[src/rtl/au_seq_unit.sv]
// au_seq_unit: clocked arithmetic unit with a GPR file and a special register
// (SGPR). One instruction at a time is accepted under a valid/ready handshake.
// MUL takes an extra pipeline stage. DIV is a restoring divider that produces
// one quotient bit per cycle and leaves the remainder in SGPR.
module au_seq_unit #(
    parameter int DW   = 16,
    parameter int NREG = 32,
    parameter int AW   = 5,
    parameter int IMMW = 16
) (
    input  logic            clk,
    input  logic            rst_n,
    input  logic            in_valid,
    output logic            in_ready,
    input  logic [2:0]      op,
    input  logic [AW-1:0]   rdst,
    input  logic [AW-1:0]   rsrc1,
    input  logic [AW-1:0]   rsrc2,
    input  logic            imm_mode,
    input  logic [IMMW-1:0] imm,
    output logic            done,
    output logic            err,
    output logic            flag_c,
    output logic            flag_z,
    output logic [DW-1:0]   sgpr,
    input  logic [AW-1:0]   rd_addr,
    output logic [DW-1:0]   rd_data
);

    localparam logic [2:0] OP_MOVSGPR = 3'd0;
    localparam logic [2:0] OP_MOV     = 3'd1;
    localparam logic [2:0] OP_ADD     = 3'd2;
    localparam logic [2:0] OP_SUB     = 3'd3;
    localparam logic [2:0] OP_MUL     = 3'd4;
    localparam logic [2:0] OP_DIV     = 3'd5;

    localparam int            CW       = $clog2(DW);
    localparam logic [CW-1:0] CNT_LAST = CW'(DW - 1);

    typedef enum logic [1:0] {
        S_IDLE = 2'd0,
        S_EXEC = 2'd1,
        S_MUL2 = 2'd2,
        S_DIV  = 2'd3
    } state_t;

    state_t r_state;
    state_t w_state_nxt;

    // Architectural state
    logic [DW-1:0] r_gpr [NREG];
    logic [DW-1:0] r_sgpr;
    logic          r_flag_c;
    logic          r_flag_z;
    logic          r_done;
    logic          r_err;

    // Instruction latched at accept; sources are read here so rdst may alias them
    logic [2:0]    r_op;
    logic [AW-1:0] r_rdst;
    logic          r_imm_mode;
    logic [DW-1:0] r_a;
    logic [DW-1:0] r_b;

    // Multiplier stage and divider working registers
    logic [2*DW-1:0] r_prod;
    logic [DW-1:0]   r_quo;
    logic [DW-1:0]   r_rem;
    logic [CW-1:0]   r_cnt;

    // Combinational helpers
    logic            w_accept;
    logic [DW-1:0]   w_imm_ext;
    logic [DW-1:0]   w_b_in;
    logic [DW:0]     w_sum;
    logic [DW-1:0]   w_diff;
    logic [2*DW-1:0] w_prod;
    logic [DW:0]     w_div_shift;
    logic [DW:0]     w_div_trial;
    logic            w_div_ge;
    logic [DW-1:0]   w_div_rem_nxt;
    logic [DW-1:0]   w_div_quo_nxt;

    // Writeback controls
    logic          w_we;
    logic [DW-1:0] w_wdata;
    logic          w_sgpr_we;
    logic [DW-1:0] w_sgpr_wdata;
    logic          w_c_we;
    logic          w_c_val;
    logic          w_fin;
    logic          w_fin_err;

    assign w_accept  = in_valid && (r_state == S_IDLE);
    assign w_imm_ext = DW'(imm);
    assign w_b_in    = imm_mode ? w_imm_ext : r_gpr[rsrc2];

    assign w_sum  = {1'b0, r_a} + {1'b0, r_b};
    assign w_diff = r_a - r_b;
    assign w_prod = {{DW{1'b0}}, r_a} * {{DW{1'b0}}, r_b};

    // Restoring step: shift the next dividend bit into the partial remainder and
    // subtract the divisor; a clear top bit means the subtraction fits.
    assign w_div_shift   = {r_rem, r_quo[DW-1]};
    assign w_div_trial   = w_div_shift - {1'b0, r_b};
    assign w_div_ge      = ~w_div_trial[DW];
    assign w_div_rem_nxt = w_div_ge ? w_div_trial[DW-1:0] : w_div_shift[DW-1:0];
    assign w_div_quo_nxt = {r_quo[DW-2:0], w_div_ge};

    assign in_ready = (r_state == S_IDLE);
    assign done     = r_done;
    assign err      = r_err;
    assign flag_c   = r_flag_c;
    assign flag_z   = r_flag_z;
    assign sgpr     = r_sgpr;
    assign rd_data  = r_gpr[rd_addr];

    // State register
    always_ff @(posedge clk) begin
        if (!rst_n) begin
            r_state <= S_IDLE;
        end else begin
            r_state <= w_state_nxt;
        end
    end

    // Next-state logic
    always_comb begin
        w_state_nxt = r_state;
        case (r_state)
            S_IDLE: begin
                if (w_accept) begin
                    w_state_nxt = S_EXEC;
                end else begin
                    w_state_nxt = S_IDLE;
                end
            end
            S_EXEC: begin
                if (r_op == OP_MUL) begin
                    w_state_nxt = S_MUL2;
                end else if ((r_op == OP_DIV) && (r_b != {DW{1'b0}})) begin
                    w_state_nxt = S_DIV;
                end else begin
                    w_state_nxt = S_IDLE;
                end
            end
            S_MUL2: w_state_nxt = S_IDLE;
            S_DIV: begin
                if (r_cnt == CNT_LAST) begin
                    w_state_nxt = S_IDLE;
                end else begin
                    w_state_nxt = S_DIV;
                end
            end
            default: w_state_nxt = S_IDLE;
        endcase
    end

    // Retirement decode: what gets written, and whether done/err fire
    always_comb begin
        w_we         = 1'b0;
        w_wdata      = {DW{1'b0}};
        w_sgpr_we    = 1'b0;
        w_sgpr_wdata = {DW{1'b0}};
        w_c_we       = 1'b0;
        w_c_val      = 1'b0;
        w_fin        = 1'b0;
        w_fin_err    = 1'b0;
        case (r_state)
            S_EXEC: begin
                case (r_op)
                    OP_MOVSGPR: begin
                        w_we    = 1'b1;
                        w_wdata = r_sgpr;
                        w_fin   = 1'b1;
                    end
                    OP_MOV: begin
                        w_we    = 1'b1;
                        w_wdata = r_imm_mode ? r_b : r_a;
                        w_fin   = 1'b1;
                    end
                    OP_ADD: begin
                        w_we    = 1'b1;
                        w_wdata = w_sum[DW-1:0];
                        w_c_we  = 1'b1;
                        w_c_val = w_sum[DW];
                        w_fin   = 1'b1;
                    end
                    OP_SUB: begin
                        w_we    = 1'b1;
                        w_wdata = w_diff;
                        w_c_we  = 1'b1;
                        w_c_val = (r_a < r_b);
                        w_fin   = 1'b1;
                    end
                    OP_MUL: begin
                        w_fin = 1'b0;
                    end
                    OP_DIV: begin
                        if (r_b == {DW{1'b0}}) begin
                            w_fin     = 1'b1;
                            w_fin_err = 1'b1;
                        end else begin
                            w_fin = 1'b0;
                        end
                    end
                    default: begin
                        w_fin     = 1'b1;
                        w_fin_err = 1'b1;
                    end
                endcase
            end
            S_MUL2: begin
                w_we         = 1'b1;
                w_wdata      = r_prod[DW-1:0];
                w_sgpr_we    = 1'b1;
                w_sgpr_wdata = r_prod[2*DW-1:DW];
                w_fin        = 1'b1;
            end
            S_DIV: begin
                if (r_cnt == CNT_LAST) begin
                    w_we         = 1'b1;
                    w_wdata      = w_div_quo_nxt;
                    w_sgpr_we    = 1'b1;
                    w_sgpr_wdata = w_div_rem_nxt;
                    w_fin        = 1'b1;
                end else begin
                    w_fin = 1'b0;
                end
            end
            default: begin
                w_fin = 1'b0;
            end
        endcase
    end

    // Operand capture at accept
    always_ff @(posedge clk) begin
        if (!rst_n) begin
            r_op       <= 3'd0;
            r_rdst     <= {AW{1'b0}};
            r_imm_mode <= 1'b0;
            r_a        <= {DW{1'b0}};
            r_b        <= {DW{1'b0}};
        end else if (w_accept) begin
            r_op       <= op;
            r_rdst     <= rdst;
            r_imm_mode <= imm_mode;
            r_a        <= r_gpr[rsrc1];
            r_b        <= w_b_in;
        end
    end

    // Multiplier register and divider iteration
    always_ff @(posedge clk) begin
        if (!rst_n) begin
            r_prod <= {(2*DW){1'b0}};
            r_quo  <= {DW{1'b0}};
            r_rem  <= {DW{1'b0}};
            r_cnt  <= {CW{1'b0}};
        end else if (r_state == S_EXEC) begin
            r_prod <= w_prod;
            r_quo  <= r_a;
            r_rem  <= {DW{1'b0}};
            r_cnt  <= {CW{1'b0}};
        end else if (r_state == S_DIV) begin
            r_quo <= w_div_quo_nxt;
            r_rem <= w_div_rem_nxt;
            r_cnt <= r_cnt + CW'(1);
        end
    end

    // Register file write port
    always_ff @(posedge clk) begin
        if (!rst_n) begin
            for (int i = 0; i < NREG; i++) begin
                r_gpr[i] <= {DW{1'b0}};
            end
        end else if (w_we) begin
            r_gpr[r_rdst] <= w_wdata;
        end
    end

    // SGPR, flags and retirement pulses
    always_ff @(posedge clk) begin
        if (!rst_n) begin
            r_sgpr   <= {DW{1'b0}};
            r_flag_c <= 1'b0;
            r_flag_z <= 1'b0;
            r_done   <= 1'b0;
            r_err    <= 1'b0;
        end else begin
            r_done <= w_fin;
            r_err  <= w_fin_err;
            if (w_sgpr_we) begin
                r_sgpr <= w_sgpr_wdata;
            end
            if (w_c_we) begin
                r_flag_c <= w_c_val;
            end
            if (w_we) begin
                r_flag_z <= (w_wdata == {DW{1'b0}});
            end
        end
    end

endmodule

[config.mk]
export PLATFORM = sky130hd
export DESIGN_NAME = au_seq_unit
export DESIGN_NICKNAME = d
export VERILOG_FILES = /design/src/rtl/au_seq_unit.sv
export SDC_FILE = /design/constraint.sdc
export NUM_CORES = 2
export LEC_CHECK = 0
export ABC_CLOCK_PERIOD_IN_PS = 9000
export CAP_MARGIN = 30
export CORE_UTILIZATION = 40
export DETAILED_ROUTE_END_ITERATION = 10
export HOLD_SLACK_MARGIN = 0.03
export SKIP_LAST_GASP = 1
export SYNTH_ARGS = -nofsm -noshare
export SYNTH_HDL_FRONTEND = slang
export SYNTH_SLANG_ARGS = --single-unit
[constraint.sdc]
create_clock -name clk -period 9 [get_ports clk]
set_input_delay 1.35 -clock clk [delete_from_list [all_inputs] [get_ports clk]]
set_output_delay 1.35 -clock clk [all_outputs]
set_load 0.1 [all_outputs]
; Word-level counts from Yosys, hierarchy flattened
; Memories as Yosys holds them, arrays and structs flattened. A register that Yosys moved wholly into a read port is not among the register bits.
; Index checks and enable logic that the tools add are counted.
[totals]
regBits = 115
mem_bits_rw = 512
in_bits = 43
out_inout_bits = 37
elab_cells = 81
mem_count = 1
[memory_table]
columns = memory, words, width, rd, rd_clocked_by_memory_dff, write_ports, line
row1 = r_gpr, 32, 16, 3, 1, 32, 51  ; logic [DW-1:0] r_gpr [NREG];
[op_classes]
addsub = 4
n_mul = 1
magnitude_cmp = 1
n_eq_ne = 9
n_mux = 34
n_bitwise = 2
reduce_logical = 15
[ops]
columns = operator, count
row1 = $mux W16, 8
row2 = $pmux W16 S4, 1
row3 = $pmux W16 S3, 1
row4 = $logic_not A16 Y1, 2
row5 = $mul A16 B16 Y32, 1
row6 = $pmux W16 S2, 1
row7 = $add A16 B16 Y17, 1
row8 = $sub A17 B16 Y17, 1
row9 = $lt A16 B16 Y1, 1
row10 = $reduce_bool A16 Y1, 1
row11 = $reduce_or A16 Y1, 1
row12 = $sub A16 B16 Y16, 1
row13 = $mux W1, 12
row14 = $pmux W1 S2, 4
row15 = $pmux W2 S4, 1
row16 = $eq A3 B2 Y1 const B, 2
row17 = $eq A3 B3 Y1 const B, 2
row18 = $mux W2, 3
row19 = $pmux W1 S3, 2
row20 = $mux W5, 1
row21 = $reduce_or A5 Y1, 1
row22 = $add A4 B1 Y4 const B, 1
row23 = $eq A2 B2 Y1 const B, 2
row24 = $eq A4 B4 Y1 const B, 1
row25 = other kinds (11), 14

; Longest topological paths before layout
[depth]
word_depth = 9
mapped_depth = 25
ltp_nobuf = 23

; Worst setup path after synthesis
; No wires, ideal clock.
[synth_timing]
path_kind = flip-flop to flip-flop
from = register r_b[1]
to = register r_prod[30]
setup_ps = 78
arrival_ps = 6195
required_time_ps = 8922
slack_ps = 2727
stages_incl_launch_ff = 23
path_buffers = 2
synth_period_minus_slack_ps = 6273
path_cell_list = dfxtp_1 > clkbuf_1 > clkbuf_1 > nand2_1 > fa_1 > fa_1 > inv_1 > fa_1 > fa_1 > fa_1 > inv_1 > fa_1 > inv_1 > ha_1 > a21o_1 > a21oi_1 > o21ai_0 > or3_1 > and3_1 > a221o_1 > nor2b_1 > o221a_1 > nor3_1
[synth_via]
elab_chain_cells = 1
[synth_rtl]
columns = item, line
row1 = start: declaration, 63  ; logic [DW-1:0] r_b;
row2 = start signal: assignment, 244  ; r_b <= {DW{1'b0}};
row3 = start signal: assignment, 250  ; r_b <= w_b_in;
row4 = $mul A16 B16 Y32, 100  ; assign w_prod = {{DW{1'b0}}, r_a} * {{DW{1'b0}}, r_b};
row5 = end signal: assignment, 257  ; r_prod <= {(2*DW){1'b0}};
row6 = end signal: assignment, 262  ; r_prod <= w_prod;
row7 = end: declaration, 66  ; logic [2*DW-1:0] r_prod;
; No other way between the ends.
; A chain may end at the register's enable or synchronous reset.

; Worst setup path after layout
[layout_timing]
from = register r_a[7], read port of r_gpr
to = register r_prod[30]
[layout_via]
elab_chain_cells = 1
[layout_rtl]
columns = item, line
row1 = start: declaration, 62  ; logic [DW-1:0] r_a;
row2 = $mul A16 B16 Y32, 100
; No other way between the ends.

==> impl_metrics.env <==
export IMPL_postCtsSetupBuffers=0
export IMPL_rsz0062_at_grt="no"
export IMPL_clk_path_buf_depth=3
export IMPL_syn_inst=3896
export IMPL_antenna_found_initial=7
export IMPL_fillers=10600
export IMPL_ir_drop_mv=0.168
export IMPL_clkLatencyLatePin_ns=0.67
export IMPL_post_dp_cell_area_sq_mm=0.0493
export IMPL_cp_max_fo=20
export IMPL_drive_above_1_share_pct=20.2
export IMPL_max_cap_violations=0
export IMPL_dr_wl_met3_microns=16200
export IMPL_drv_slew=0
export IMPL_endpoint_kind="flop"
export IMPL_async_flop_share_pct=0
export IMPL_p_leak_nw=19.2
export IMPL_fin_crit_sh_pct=78.0
export IMPL_ys_warn_count=0
export IMPL_status="finished, final reports clean"
export IMPL_fmaxAchievable_mhz=142
export IMPL_cts_made_buffers=76
export IMPL_syn_area_per_cell_sq_um=12.0
export IMPL_ys_ff_latch=643
export IMPL_drt_total_wl_microns=154000
export IMPL_final_cell_mix="nor2_1, edfxtp_1, mux4_2"
export IMPL_port_buffers=79
export IMPL_hold_viol_final=0
export IMPL_hpwl_microns=107000
export IMPL_fin_area_sq_mm=0.0519
export IMPL_ctsResizeCount=0
export IMPL_p_per_area_mw_per_mm2=159
export IMPL_hold_depth=2
export IMPL_critPathLaunchType="flop"
export IMPL_overflow=0
export IMPL_r2r_cells=23
export IMPL_m1WireLength_microns=60200
export IMPL_synth_area_sq_mm=0.0468
export IMPL_die_w_microns=344
export IMPL_cts_sinks=643
export IMPL_grt_max_degree=75
export IMPL_core_area_sq_mm=0.116
export IMPL_syn2layout_area_growth_pct=10.9
export IMPL_area_sequential_sq_mm=0.0180
export IMPL_required_ns=9.56
export IMPL_layout_commonest_cell="nor2_1"
export IMPL_syn_num_nets=4289
export IMPL_viasPerCell=6.18
export IMPL_fp_dieH_microns=344
export IMPL_ant_nets=0
export IMPL_cts_tree="built"
export IMPL_cts_htree_levels=3
export IMPL_slew_headroom_pct=30.4
export IMPL_nets=4216
export IMPL_critical_path_class="reg -> reg"
export IMPL_yosys_cell_types_count=85
export IMPL_drt_pass1_iterations=5
export IMPL_wl_met2_microns=71900
export IMPL_final_setup_tns_ns=0
export IMPL_synth_edf_count=512
export IMPL_place_gp_congestion=0.924
export IMPL_ys_seq_area_share_pct=38.5
export IMPL_synth_top_flop_cell="edfxtp_1"
export IMPL_maxUsedRoutingLayer="met5"
export IMPL_vias=33400
export IMPL_worst_pin_slew_ns=1.04
export IMPL_critical_path_arrival_ns=7.58
export IMPL_grt_pass1_vias=32700
export IMPL_wl_per_cell_microns=28.4
export IMPL_ctsHoldBuffers=0
export IMPL_cts_clk_slew_worst_paths_ns=0.06
export IMPL_dr_first_iter_drc_count=4350
export IMPL_finClkSkew_ns=0.0478
export IMPL_start_util_pct=40.3
export IMPL_io_pins=80
export IMPL_setup_viol=0
export IMPL_grt_pass1_wl_microns=225000
export IMPL_cts_root_buffer="clkbuf_16"
export IMPL_rows=125
export IMPL_multi_input_area_sq_mm=0.0265
export IMPL_hold_path_class="reg -> reg"
export IMPL_fin_crit_ns=7.02
export IMPL_track_usage_pct=26.1
export IMPL_drc=0
export IMPL_die_area_sq_mm=0.118
## stage by stage
| step | total power, mW | std cells | hold slack (ns) | utilization (%) | setup WS, ns |
|---|---|---|---|---|---|
| 6_report | 8.23 | 5411 | 0.472 | 44.7 | 1.98 |
| 5_1_grt | 8.47 | 5409 | 0.491 | 44.7 | 1.62 |
| 3_3_place_gp | 5.03 | 5251 | 0.457 | 42.1 | 2.13 |
| 4_1_cts | 8.24 | 5407 | 0.473 | 44.7 | 2.04 |
| 2_1_floorplan | 4.54 | 3896 | 0.437 | - | 2.73 |
| 3_5_place_dp | 5.08 | 5267 | 0.463 | 42.5 | 2.05 |
## Yosys cell counts, types with 15 or more instances
cell      number  area (sq um)
a21boi_0      35           263
a21oi_1       81           405
and2_1       117           732
and3_1        17           106
buf_1         42           158
buf_2         34           170
clkbuf_1     254           953
dfxtp_1      131          2620
edfxtp_1     512         15400
fa_1         197          3940
ha_1         153          1910
inv_1        273          1020
mux2_2        35           394
mux2i_1       82           821
mux4_2       480         10800
nand2_1      382          1430
nand3_1       36           180
nor2_1       590          2210
nor2b_1       23           144
nor3_1        25           125
o211a_1       35           350
o21ai_0      102           510
xnor2_1       28           245
xor2_1        15           131
## path summary, 6_finish.rpt
kind | from | endpoint | slack [ns]
min reg2reg | r_prod[2] | r_prod[2] | 0.47
min | r_prod[2] | r_prod[2] | 0.47
max reg2reg | r_a[7] | r_prod[30] | 1.98
max | r_a[7] | r_prod[30] | 1.98
## worst max-delay path, cell delays in order (launching register included)
cell and delay, ns:
dfxtp_1 0.89, ha_1 0.37, inv_1 0.12, fa_1 0.56, inv_1 0.06, fa_1 0.50
inv_1 0.06, fa_1 0.52, inv_1 0.05, fa_1 0.39, fa_1 0.51, inv_1 0.05
fa_1 0.47, inv_1 0.04, ha_1 0.34, a21o_1 0.20, a21oi_1 0.20, o21ai_0 0.12
or3_1 0.31, and3_1 0.24, a221o_1 0.34, nor2b_1 0.16, o221a_1 0.26, nor3_1 0.18
## cell type report
cell class | instances | area share (%)
Antenna cell | 2 | 0.00964
Clock buffer | 95 | 3.96
Clock inverter | 45 | 0.907
Inverter | 273 | 1.97
Multi-Input combinational cell | 2644 | 51.1
Sequential cell | 643 | 34.7
Tap cell | 1524 | 3.67
Timing Repair Buffer | 185 | 3.70
## state kept, by name, summed over array words and instances, names as in the netlist
signal,count
r_gpr,512
r_prod,32
r_a,16
r_b,16
r_quo,16
r_rem,16
sgpr,16
r_rdst,5
r_cnt,4
r_op,3
r_state,2
done,1
err,1
flag_c,1
flag_z,1
r_imm_mode,1
## kinds of logic (layout without fill, tap and decap cells)
family                   after synthesis  in the layout  synth area share [%]
adder cells (fa/ha/maj)              350            350                  12.5
multiplexers                         597            597                  25.7
other                                  0              2                     0
flip-flops                           643            643                  38.5
AND/OR/NAND/NOR                     1250           1250                  11.5
AO/OA/AOI/OAI                        404            404                  5.97
buffers and inverters                609            598                  5.05
XOR/XNOR                              43             43                 0.805
## power breakdown
group | internal [mW] | switching [mW] | total (mW)
combinational | 0.659 | 0.943 | 1.60
clock | 1.81 | 1.37 | 3.19
sequential | 3.31 | 0.133 | 3.44
total | 5.78 | 2.45 | 8.23
## routing by layer
layer	up-vias	global-route usage, %
met5	-	0
met4	8	8.57
met3	329	5.90
met2	1800	41.7
met1	17200	35.4
li1	14100	-
Power figures use the tool's default switching activity.
